File: src/rtl/button_debouncer.sv
// Pushbutton front end: per-button 2-FF synchronizer and debounce FSM, plus
// sticky press flags and a level interrupt for the MMIO block.

module button_debounce_lane #(
  parameter int DEBOUNCE_CYCLES = 500000
) (
  input  logic clk_i,
  input  logic reset_i,
  input  logic btn_i,
  output logic state_o,
  output logic press_o,
  output logic rel_o
);
  localparam int CW = $clog2(DEBOUNCE_CYCLES);
  localparam logic [CW-1:0] CNT_MAX = CW'(DEBOUNCE_CYCLES - 1);

  typedef enum logic [1:0] {RELEASED, PRESS_PEND, PRESSED, REL_PEND} state_e;

  state_e          st_q;
  logic [CW-1:0]   cnt_q;
  logic [1:0]      sync_q;
  logic            state_q, press_q, rel_q;
  logic            s;

  assign s       = sync_q[1];
  assign state_o = state_q;
  assign press_o = press_q;
  assign rel_o   = rel_q;

  // Any opposite sample while pending drops back without an event, so the
  // counter only ever runs over an unbroken stretch of the new level.
  always_ff @(posedge clk_i) begin
    if (reset_i) begin
      st_q    <= RELEASED;
      cnt_q   <= '0;
      sync_q  <= '0;
      state_q <= 1'b0;
      press_q <= 1'b0;
      rel_q   <= 1'b0;
    end else begin
      sync_q  <= {sync_q[0], btn_i};
      press_q <= 1'b0;
      rel_q   <= 1'b0;
      case (st_q)
        RELEASED: if (s) begin
          st_q  <= PRESS_PEND;
          cnt_q <= '0;
        end
        PRESS_PEND: begin
          if (!s) st_q <= RELEASED;
          else if (cnt_q == CNT_MAX) begin
            st_q    <= PRESSED;
            state_q <= 1'b1;
            press_q <= 1'b1;
          end else cnt_q <= cnt_q + 1'b1;
        end
        PRESSED: if (!s) begin
          st_q  <= REL_PEND;
          cnt_q <= '0;
        end
        REL_PEND: begin
          if (s) st_q <= PRESSED;
          else if (cnt_q == CNT_MAX) begin
            st_q    <= RELEASED;
            state_q <= 1'b0;
            rel_q   <= 1'b1;
          end else cnt_q <= cnt_q + 1'b1;
        end
        default: st_q <= RELEASED;
      endcase
    end
  end
endmodule

module button_debouncer #(
  parameter int NUM_BUTTONS     = 2,
  parameter int DEBOUNCE_CYCLES = 500000,
  parameter bit ACTIVE_LOW      = 1'b1
) (
  input  logic                   clk_i,
  input  logic                   reset_i,
  input  logic [NUM_BUTTONS-1:0] btn_raw_i,
  output logic [NUM_BUTTONS-1:0] btn_state_o,
  output logic [NUM_BUTTONS-1:0] press_pulse_o,
  output logic [NUM_BUTTONS-1:0] rel_pulse_o,
  output logic [NUM_BUTTONS-1:0] press_flag_o,
  input  logic                   clr_valid_i,
  input  logic [NUM_BUTTONS-1:0] clr_mask_i,
  input  logic [NUM_BUTTONS-1:0] irq_mask_i,
  output logic                   btn_irq_o
);
  logic [NUM_BUTTONS-1:0] btn_pressed;
  logic [NUM_BUTTONS-1:0] press_flag_q, press_flag_d;
  logic                   btn_irq_q, btn_irq_d;

  assign btn_pressed = ACTIVE_LOW ? ~btn_raw_i : btn_raw_i;

  for (genvar i = 0; i < NUM_BUTTONS; i++) begin : g_lane
    button_debounce_lane #(.DEBOUNCE_CYCLES(DEBOUNCE_CYCLES)) u_lane (
      .clk_i   (clk_i),
      .reset_i (reset_i),
      .btn_i   (btn_pressed[i]),
      .state_o (btn_state_o[i]),
      .press_o (press_pulse_o[i]),
      .rel_o   (rel_pulse_o[i])
    );
  end

  // A press arriving with a clear in the same cycle must not be lost.
  always_comb begin
    press_flag_d = (press_flag_q & ~(clr_valid_i ? clr_mask_i : '0)) | press_pulse_o;
    btn_irq_d    = |(press_flag_q & irq_mask_i);
  end

  always_ff @(posedge clk_i) begin
    if (reset_i) begin
      press_flag_q <= '0;
      btn_irq_q    <= 1'b0;
    end else begin
      press_flag_q <= press_flag_d;
      btn_irq_q    <= btn_irq_d;
    end
  end

  assign press_flag_o = press_flag_q;
  assign btn_irq_o    = btn_irq_q;
endmodule

File: config.mk
export PLATFORM = sky130hd
export DESIGN_NAME = button_debouncer
export DESIGN_NICKNAME = d
export VERILOG_FILES = /design/src/rtl/button_debouncer.sv
export SDC_FILE = /design/constraint.sdc
export NUM_CORES = 1
export LEC_CHECK = 0
export BUFFER_PORTS_ARGS = -buffer_cell sky130_fd_sc_hd__buf_4
export CAP_MARGIN = 10
export CORE_MARGIN = 2
export CORE_UTILIZATION = 60
export DETAILED_ROUTE_END_ITERATION = 8
export PLACE_DENSITY_LB_ADDON = 0.05
export SYNTH_ARGS = -nofsm -noshare
export SYNTH_HDL_FRONTEND = slang
export SYNTH_SLANG_ARGS = --single-unit
export TNS_END_PERCENT = 30
File: constraint.sdc
create_clock -name clk_i -period 2.8 [get_ports clk_i]
set_clock_uncertainty 0.2 [all_clocks]
set_input_delay 0.14 -clock clk_i [delete_from_list [all_inputs] [get_ports clk_i]]
set_output_delay 0.14 -clock clk_i [all_outputs]
set_load 0.01 [all_outputs]
; Word-level counts from Yosys, hierarchy flattened
; Index checks and enable logic that the tools add are counted.
[word_totals]
reg_bits = 55
latch_bits = 0
ramBits = 0
rom_bits = 0
input_bits = 9
out_inout_bits = 9
wordCells = 105
memories = 0
[classes]
n_addsub = 2
multipliers = 0
div_mod_pow = 0
order_cmp = 0
n_eq_ne = 24
n_shift = 0
mux = 39
bitwise = 11
reduce_logical = 15
[ops]
columns = cell, n
row1 = 19-bit 2-to-1 mux, 10
row2 = 19-bit case mux with 4 select lines, 2
row3 = 19-bit by 1-bit adder with 19-bit output (second input constant), 2
row4 = 19-bit == test (second input constant), 2
row5 = 2-bit 2-to-1 mux, 13
row6 = 2-bit by 1-bit inequality test with 1-bit output (second input constant), 8
row7 = 2-bit case mux with 4 select lines, 2
row8 = 4-bit AND reduction, 4
row9 = 3-bit OR reduction, 4
row10 = 1-bit 2-to-1 mux, 10
row11 = 5-bit AND reduction, 2
row12 = 2-bit == test (second input constant), 4
row13 = 2-bit inequality test (second input constant), 4
row14 = 3-bit by 1-bit inequality test with 1-bit output (second input constant), 2
row15 = 3-bit inequality test (second input constant), 2
row16 = 1-bit NOT, 6
row17 = 2-bit bitwise AND, 2
row18 = 2-bit by 1-bit == test with 1-bit output (second input constant), 2
row19 = 2-bit zero test, 2
row20 = 2-bit NOT, 2
row21 = 1-bit case mux with 2 select lines, 2
row22 = 2-bit nonzero test, 2
row23 = 2-bit OR, 1
row24 = 2-bit OR reduction, 1

; Longest topological paths before layout
; Gate-level depths: netlist of run 1.
[logic_depth]
ltp_word = 4
mapped_depth = 7
depth_no_buf = 5

; Cells and area by module
; From an unflattened synthesis of run 1, not the netlist that was laid out.
[hier_totals]
hier_cells = 297
area_unflattened_um2 = 2511.2
[modules_own_cells]
columns = mod, instances, cells_each, area_per_inst_um2, seq_area_each_um2
row1 = button_debounce_lane, 2, 142, 1199.9, 520.5
row2 = button_debouncer, 1, 13, 111.4, 60.1

; Worst setup path before layout of run 1
; Ideal clock, no wire load.
[synth_path]
path_kind = register to register
startpoint = register g_lane[1].u_lane.cnt_q[0]
endpoint = register g_lane[1].u_lane.cnt_q[16]
setup_time_ps = 70
arrival_ps = 1806
required_time_ps = 2530
setup_slack_ps = 723
stages_incl_launch_ff = 8
n_path_buf = 2
synth_period_minus_slack_ps = 2077
path_cell_list = dfxtp_1 > ha_1 > and4_1 > clkbuf_1 > nand4_1 > clkbuf_1 > or4_1 > a21oi_1
[synth_via]
elab_chain_cells = 4
word_cells_on_any_way = 6
classes_between = 1 x add/sub / 1 x eq/ne / 4 x mux
[synth_rtl]
columns = item, line_no
row1 = from (decl), 20  ; logic [CW-1:0] cnt_q;
row2 = from (signal assigned), 55  ; end else cnt_q <= cnt_q + 1'b1;
row3 = from (signal assigned), 67  ; end else cnt_q <= cnt_q + 1'b1;
row4 = 19-bit by 1-bit adder with 19-bit output / 19-bit == test (equally long branches), --
row5 = 19-bit 2-to-1 mux *, "51, 63"
row6 = 19-bit 2-to-1 mux (on tied branches), "62, 50"
row7 = 19-bit case mux with 4 select lines *, 44  ; case (st_q)
; Mark *: on every way between the ends. The rest lies on a longest branch, timed or not. The select of a mux whose other input is x is not followed.
; A chain may end at the register's enable or synchronous reset.

; Worst setup path in the final report of run 1
[layout_path]
startpoint = register g_lane[1].u_lane.cnt_q[0]
endpoint = register g_lane[1].u_lane.cnt_q[10]
; Same word-level chain as after synthesis.

==> results.sh, run 1 <==
export IMPL_initial_core_util_pct=62.18
export IMPL_ant_nets=0
export IMPL_worstPathArrival_ns=2.48
export IMPL_fin_setup_tns_ns=0
export IMPL_diodes=0
export IMPL_ir_drop_mv=0.2952
export IMPL_finalSetupViolCount=0
export IMPL_netlist_area_mm2=0.002689
export IMPL_hold_buffers=14
export IMPL_path_cells="ha_1 -> and4_1 -> nand4_1 -> or4_1 -> o311ai_0"
export IMPL_final_max_slew_violation_count=0
export IMPL_cp_max_fo=11
export IMPL_cts_sinks=55
export IMPL_rsz0062_at_grt="no"
export IMPL_fillers=369
export IMPL_start_kind="flop"
export IMPL_die_height_um=70.95
export IMPL_hold_violations=0
export IMPL_status="finished clean"
export IMPL_synthCells=324
export IMPL_layout_cells_non_filler=396
export IMPL_period_share_pct=88.20
export IMPL_fin_util_pct=69.97
export IMPL_drcViolationCount=0
export IMPL_clock_fmax_mhz=404.9
export IMPL_dieArea_mm2=0.005033
export IMPL_async_flop_share_pct=0
export IMPL_clock_latency_ns=0.32
export IMPL_synth_fa_ha_area_share_pct=0.9307
export IMPL_clk_path_buf_depth=2
export IMPL_tightest_slew_ns=0.6196
export IMPL_vias=2527
export IMPL_ys_seq_area_share_pct=40.95
export IMPL_ys_seq_elements=55
export IMPL_p_total_w=0.001339
export IMPL_dp_slack_ns=0.4385
export IMPL_final_cell_mix="dfxtp_1, nand2_1, a21oi_1"
export IMPL_synth_edf_count=0
export IMPL_dp_hpwl_um=4160
export IMPL_synthTopCellsByArea="dfxtp_1, a21oi_1, nand2_1"
export IMPL_worstReg2RegStart="g_lane[1].u_lane.cnt_q[0]$_SDFFE_PP0P_"
export IMPL_post_route_min_period_ns=2.470
export IMPL_slowest_stage="or4_1"
export IMPL_drtIter0Drc=212
export IMPL_synth_simple_area_share_pct=27.18
export IMPL_h_tree_depth=2
export IMPL_grt_pass1_vias=2290
export IMPL_drt_total_wl_um=6314
export IMPL_critPathMaxStageDelay_ns=0.60
export IMPL_cts_repair_resized=0
export IMPL_synth_top_family_by_area="simple AND/OR/NAND/NOR gates"
export IMPL_synth_cell_type_count=47
export IMPL_cts_buffers=5
export IMPL_grtUsageTotal_pct=26.19
export IMPL_vias_per_cell=6.381
export IMPL_cts_setup_buffers=0
export IMPL_rows=24
export IMPL_relSlewSlack_pct=58.70
export IMPL_path_clk_slew_ns=0.11
export IMPL_grt_pass1_wl_um=10650
export IMPL_fin_nets=354
export IMPL_r2r_setup_slack_ns=0.33
export IMPL_drive_gt1_share_pct=9.302
export IMPL_ys_warn_count=0
export IMPL_die_w_um=70.95
export IMPL_grt_max_degree=30
export IMPL_drv_cap=0
export IMPL_root_buffer="clkbuf_8"
export IMPL_mostFrequentLayoutCell="dfxtp_1"
export IMPL_synth_nets=335
export IMPL_synth_mux_area_share_pct=2.280
export IMPL_crit_type="reg2reg"
export IMPL_p_leak_nw=0.9946
export IMPL_cts_tree="done"
export IMPL_overflow=0
export IMPL_hold_class="reg2reg"
export IMPL_io_buffers=17
export IMPL_postSynthAreaPerCell_um2=8.299
export IMPL_dr_pass1_iters=5
export IMPL_antenna_found_initial=0
export IMPL_layout_setup_ws_ns=0.3303
export IMPL_yosys_area_share_xor_xnor_pct=2.280
export IMPL_finalWeightedCongestion=0.8730
export IMPL_hold_start="g_lane[0].u_lane.sync_q[0]$_SDFF_PP0_"
export IMPL_synth_top_area_cell="dfxtp_1"
export IMPL_area_growth_pct=12.52
export IMPL_synth_ff_type="dfxtp_1"
export IMPL_synth_compound_area_share_pct=19.96
export IMPL_synth_top_area_share_pct=40.95
export IMPL_routedWlPerCell_um=15.94
export IMPL_p_per_area_mw_per_mm2=442.6
export IMPL_dp_cells=374
export IMPL_io_pins=18
export IMPL_core_area_mm2=0.004324
export IMPL_crit_start="g_lane[1].u_lane.cnt_q[0]$_SDFFE_PP0P_"
export IMPL_cp_end_kind="flop"
export IMPL_worstPathRequired_ns=2.81
## routing by layer
| metal | global-route usage, % | share of wire [%] |
|---|---|---|
| met5 | 0 | 0 |
| met4 | 7.547 | 1.2 |
| met3 | 5.413 | 5.5 |
| met2 | 41.43 | 46 |
| met1 | 36.45 | 48 |
## synthesized netlist by cell type (all sizes together), types with 3 or more instances
master,instances
mux2i,5
buf,10
dfxtp,55
o41ai,3
nand2,31
a31oi,7
nand3,16
o32ai,3
or3,5
nor3,3
o31ai,11
inv,15
or4,12
xnor2,5
nor2,18
and4,4
and3,7
nand4,10
nor4b,5
o211ai,3
clkbuf,12
o21ai,22
nor4,6
a21oi,26
nand2b,4
## final cells by class
class | count | area, µm² | share of cell area, %
well taps | 52 | 65.06 | 2.151
repair buffers | 34 | 290.3 | 9.595
clock inverters | 3 | 28.78 | 0.9512
clock buffers | 5 | 68.82 | 2.275
flip-flops and latches | 55 | 1101 | 36.39
multi-input cells | 232 | 1415 | 46.77
inverters | 15 | 56.30 | 1.861
## stage by stage
step	instance area (µm²)	hold WS, ns
floorplan	2689	0.006690
global placement	2788	0.09525
finish	3025	0.2560
global route	3025	0.2659
detailed placement	2788	0.1015
CTS	3025	0.2618
## power breakdown
part | switching [W] | total [W] | leakage, nW | internal, W
sequential | 0.00000747 | 0.000796 | 0.444 | 0.000789
combinational | 0.0000387 | 0.0000703 | 0.500 | 0.0000315
clock | 0.000287 | 0.000472 | 0.0502 | 0.000186
total | 0.000333 | 0.00134 | 0.995 | 0.00101
## critical path, delay by kind of cell, from the launching register on
kind                       cells  cell delay (ns)
AOI/OAI and AO/OA              1             0.11
and+or+nand+nor                3             1.37
adders and majority gates      1             0.25
DFF                            1             0.42
## logic make-up after synthesis
family                     after synthesis
adders and majority gates                2
AOI/OAI and AO/OA                       86
buffers and inverters                   37
DFF                                     55
xor gates and xnor gates                 7
and+or+nand+nor                        131
muxes                                    6
## final timing paths
check             depth (start not counted)                                 endpoint
setup / recovery                          5  g_lane[1].u_lane.cnt_q[10]$_SDFFE_PP0P_
hold / removal                            1    g_lane[0].u_lane.sync_q[1]$_SDFF_PP0_
setup reg to reg                          5  g_lane[1].u_lane.cnt_q[10]$_SDFFE_PP0P_
hold reg to reg                           1    g_lane[0].u_lane.sync_q[1]$_SDFF_PP0_
## state kept, by name, indices dropped and copies added (netlist names), named ones only
name / count
btn_irq_o: 1
g_lane.u_lane.cnt_q: 38
g_lane.u_lane.state_o: 2
g_lane.u_lane.press_o: 2
g_lane.u_lane.sync_q: 4
g_lane.u_lane.rel_o: 2
press_flag_o: 2
g_lane.u_lane.st_q: 2
Power figures use the tool's default switching activity.
==> run 2, diff against run 1 <==
==> constraint.sdc (replaced) <==
create_clock -name clk_i -period 2.8 [get_ports clk_i]
set_clock_uncertainty 0.2 [all_clocks]
set_input_delay 0.28 -clock clk_i [delete_from_list [all_inputs] [get_ports clk_i]]
set_output_delay 0.28 -clock clk_i [all_outputs]
set_load 0.01 [all_outputs]
==> run 2 against run 1 <==
Setup slack got worse by 0.0044 ns. Die area did not move. Register-to-register slack barely moved. Critical path depth did not move. Largest power group unchanged. Largest cell class unchanged. Flip-flop and latch count did not move. Count of clock-buffer cells in the layout did not move. Sequential share of layout area rose by 1.4 points. Utilization fell by 2.5 points. Combinational power fell by 11%. Total power fell by 0.35%. Hold slack got worse by 0.25 ns. Design area fell by 3.6%.
==> results.sh, run 2 (synthesis gave the netlist of run 1 again) <==
export IMPL_hold_violations=0
export IMPL_reg_largest_list="g_lane.u_lane.cnt_q x38, g_lane.u_lane.sync_q x4"
export IMPL_io_buffers=17
export IMPL_fin_nets=343
export IMPL_drive_gt1_share_pct=9.610
export IMPL_crit_type="reg2reg"
export IMPL_worstPathArrival_ns=2.48
export IMPL_grt_pass1_vias=2266
export IMPL_fin_setup_tns_ns=0
export IMPL_slowest_stage="or4_1"
export IMPL_layout_cells_non_filler=385
export IMPL_drv_cap=0
export IMPL_vias=2500
export IMPL_initial_core_util_pct=62.18
export IMPL_die_w_um=70.95
export IMPL_cts_sinks=55
export IMPL_dr_pass1_iters=5
export IMPL_antenna_found_initial=0
export IMPL_clock_fmax_mhz=404.2
export IMPL_top_usage_layer="met2"
export IMPL_finalWeightedCongestion=0.8730
export IMPL_p_leak_nw=0.9430
export IMPL_root_buffer="clkbuf_8"
export IMPL_status="finished clean"
export IMPL_start_kind="flop"
export IMPL_drt_total_wl_um=6154
export IMPL_routedWlPerCell_um=15.98
export IMPL_met3_usage_pct=5.840
export IMPL_ant_nets=0
export IMPL_period_share_pct=88.36
export IMPL_h_tree_depth=2
export IMPL_grt_util_met1_pct=35.55
export IMPL_grtUsageTotal_pct=25.69
export IMPL_drcViolationCount=0
export IMPL_dp_hpwl_um=4160
export IMPL_cts_buffers=5
export IMPL_die_height_um=70.95
export IMPL_finalSetupViolCount=0
export IMPL_worstPathRequired_ns=2.81
export IMPL_top_register="g_lane.u_lane.cnt_q"
export IMPL_final_max_slew_violation_count=0
export IMPL_diodes=0
export IMPL_area_growth_pct=8.423
export IMPL_vias_per_cell=6.494
export IMPL_grt_pass1_wl_um=10430
export IMPL_tightest_slew_ns=0.6437
export IMPL_cts_tree="done"
export IMPL_final_area_mm2=0.002915
export IMPL_cp_end_kind="flop"
export IMPL_post_route_min_period_ns=2.474
export IMPL_rows=24
export IMPL_postPlaceCellArea_mm2=0.002788
export IMPL_p_per_area_mw_per_mm2=457.8
export IMPL_cp_max_fo=11
export IMPL_overflow=0
export IMPL_relSlewSlack_pct=57.08
export IMPL_dieArea_mm2=0.005033
export IMPL_critPathMaxStageDelay_ns=0.60
export IMPL_path_cells="ha_1 -> and4_1 -> nand4_1 -> or4_1 -> o311ai_0"
export IMPL_drtIter0Drc=237
export IMPL_mostFrequentLayoutCell="dfxtp_1"
export IMPL_grt_max_degree=30
export IMPL_rsz0062_at_grt="no"
export IMPL_fillers=389
export IMPL_clk_path_buf_depth=2
export IMPL_core_area_mm2=0.004324
export IMPL_dp_cells=374
export IMPL_clock_latency_ns=0.32
export IMPL_io_pins=18
export IMPL_path_clk_slew_ns=0.11
export IMPL_final_cell_mix="dfxtp_1, nand2_1, a21oi_1"
export IMPL_hold_class="in2reg"
export IMPL_largest_reg_flops=38
export IMPL_ir_drop_mv=0.2926
export IMPL_grt_met2_usage_pct=40.19
-- run 2: cell types whose count changed in the layout (fill, tap and decap cells not counted) --
cell,previous run,this run
dlygate4sd3_1,14,3
-- run 2: routing by layer --
metal	vias up	share of wire, %
met3	10	6.5
met1	1182	47
li1	1230	-
met4	0	1.4
met2	78	46
met5	-	0
-- run 2: path summary, 6_finish.rpt --
kind / startpoint / endpoint / slack, ns / cells after the start
worst min register to register: g_lane[0].u_lane.sync_q[0]$_SDFF_PP0_ / g_lane[0].u_lane.sync_q[1]$_SDFF_PP0_ / 0.26 / 1
worst min-delay path: irq_mask_i[0] / btn_irq_o$_SDFF_PP0_ / 0.01 / 3
worst max-delay path: g_lane[1].u_lane.cnt_q[0]$_SDFFE_PP0P_ / g_lane[1].u_lane.cnt_q[10]$_SDFFE_PP0P_ / 0.33 / 5
worst max register to register: g_lane[1].u_lane.cnt_q[0]$_SDFFE_PP0P_ / g_lane[1].u_lane.cnt_q[10]$_SDFFE_PP0P_ / 0.33 / 5
-- run 2: worst max-delay path: cells and delay by family, from the launching register on --
kind            cells  cell delay (ns)
compound gates      1             0.11
fa+ha+maj           1             0.25
flops               1             0.42
simple gates        3             1.37
-- run 2: where the power goes --
| group | internal, W | switching (W) | leakage [nW] | total [W] |
|---|---|---|---|---|
| sequential | 0.000789 | 0.00000751 | 0.444 | 0.000796 |
| combinational | 0.0000252 | 0.0000371 | 0.449 | 0.0000623 |
| clock | 0.000186 | 0.000290 | 0.0502 | 0.000476 |
| total | 0.00100 | 0.000334 | 0.943 | 0.00133 |
-- run 2: through the flow --
| step | setup slack [ns] | hold WS [ns] | utilization (%) | total power [W] |
|---|---|---|---|---|
| final | 0.3259 | 0.01066 | 67.42 | 0.001334 |
| after global routing | 0.1325 | 0.02469 | 67.42 | 0.001373 |
| after CTS | 0.3192 | 0.01444 | 67.42 | 0.001341 |
| after detailed placement | 0.4385 | 0.2356 | 64.47 | 0.0008720 |
| after global placement | 0.5573 | 0.2220 | 64.47 | 0.0008717 |
| after floorplan | 0.7233 | 0.1467 | - | 0.0008496 |
-- run 2: repair_timing --
action | 4_1_cts | 5_1_grt
hold endpoints to repair | 3 | 0
hold buffers | 3 | 0
resized for setup | 0 | 0
buffers inserted | 0 | 0
endpoints found under the setup margin | 0 | 0
-- run 2: cell type report --
cell class	instances	area (µm²)	area share, %
inverter	15	56.30	1.931
sequential	55	1101	37.77
timing repair buffer	23	180.2	6.180
tap	52	65.06	2.232
clock buffer	5	68.82	2.361
clock inverter	3	28.78	0.9871
multi-input combinational	232	1415	48.54
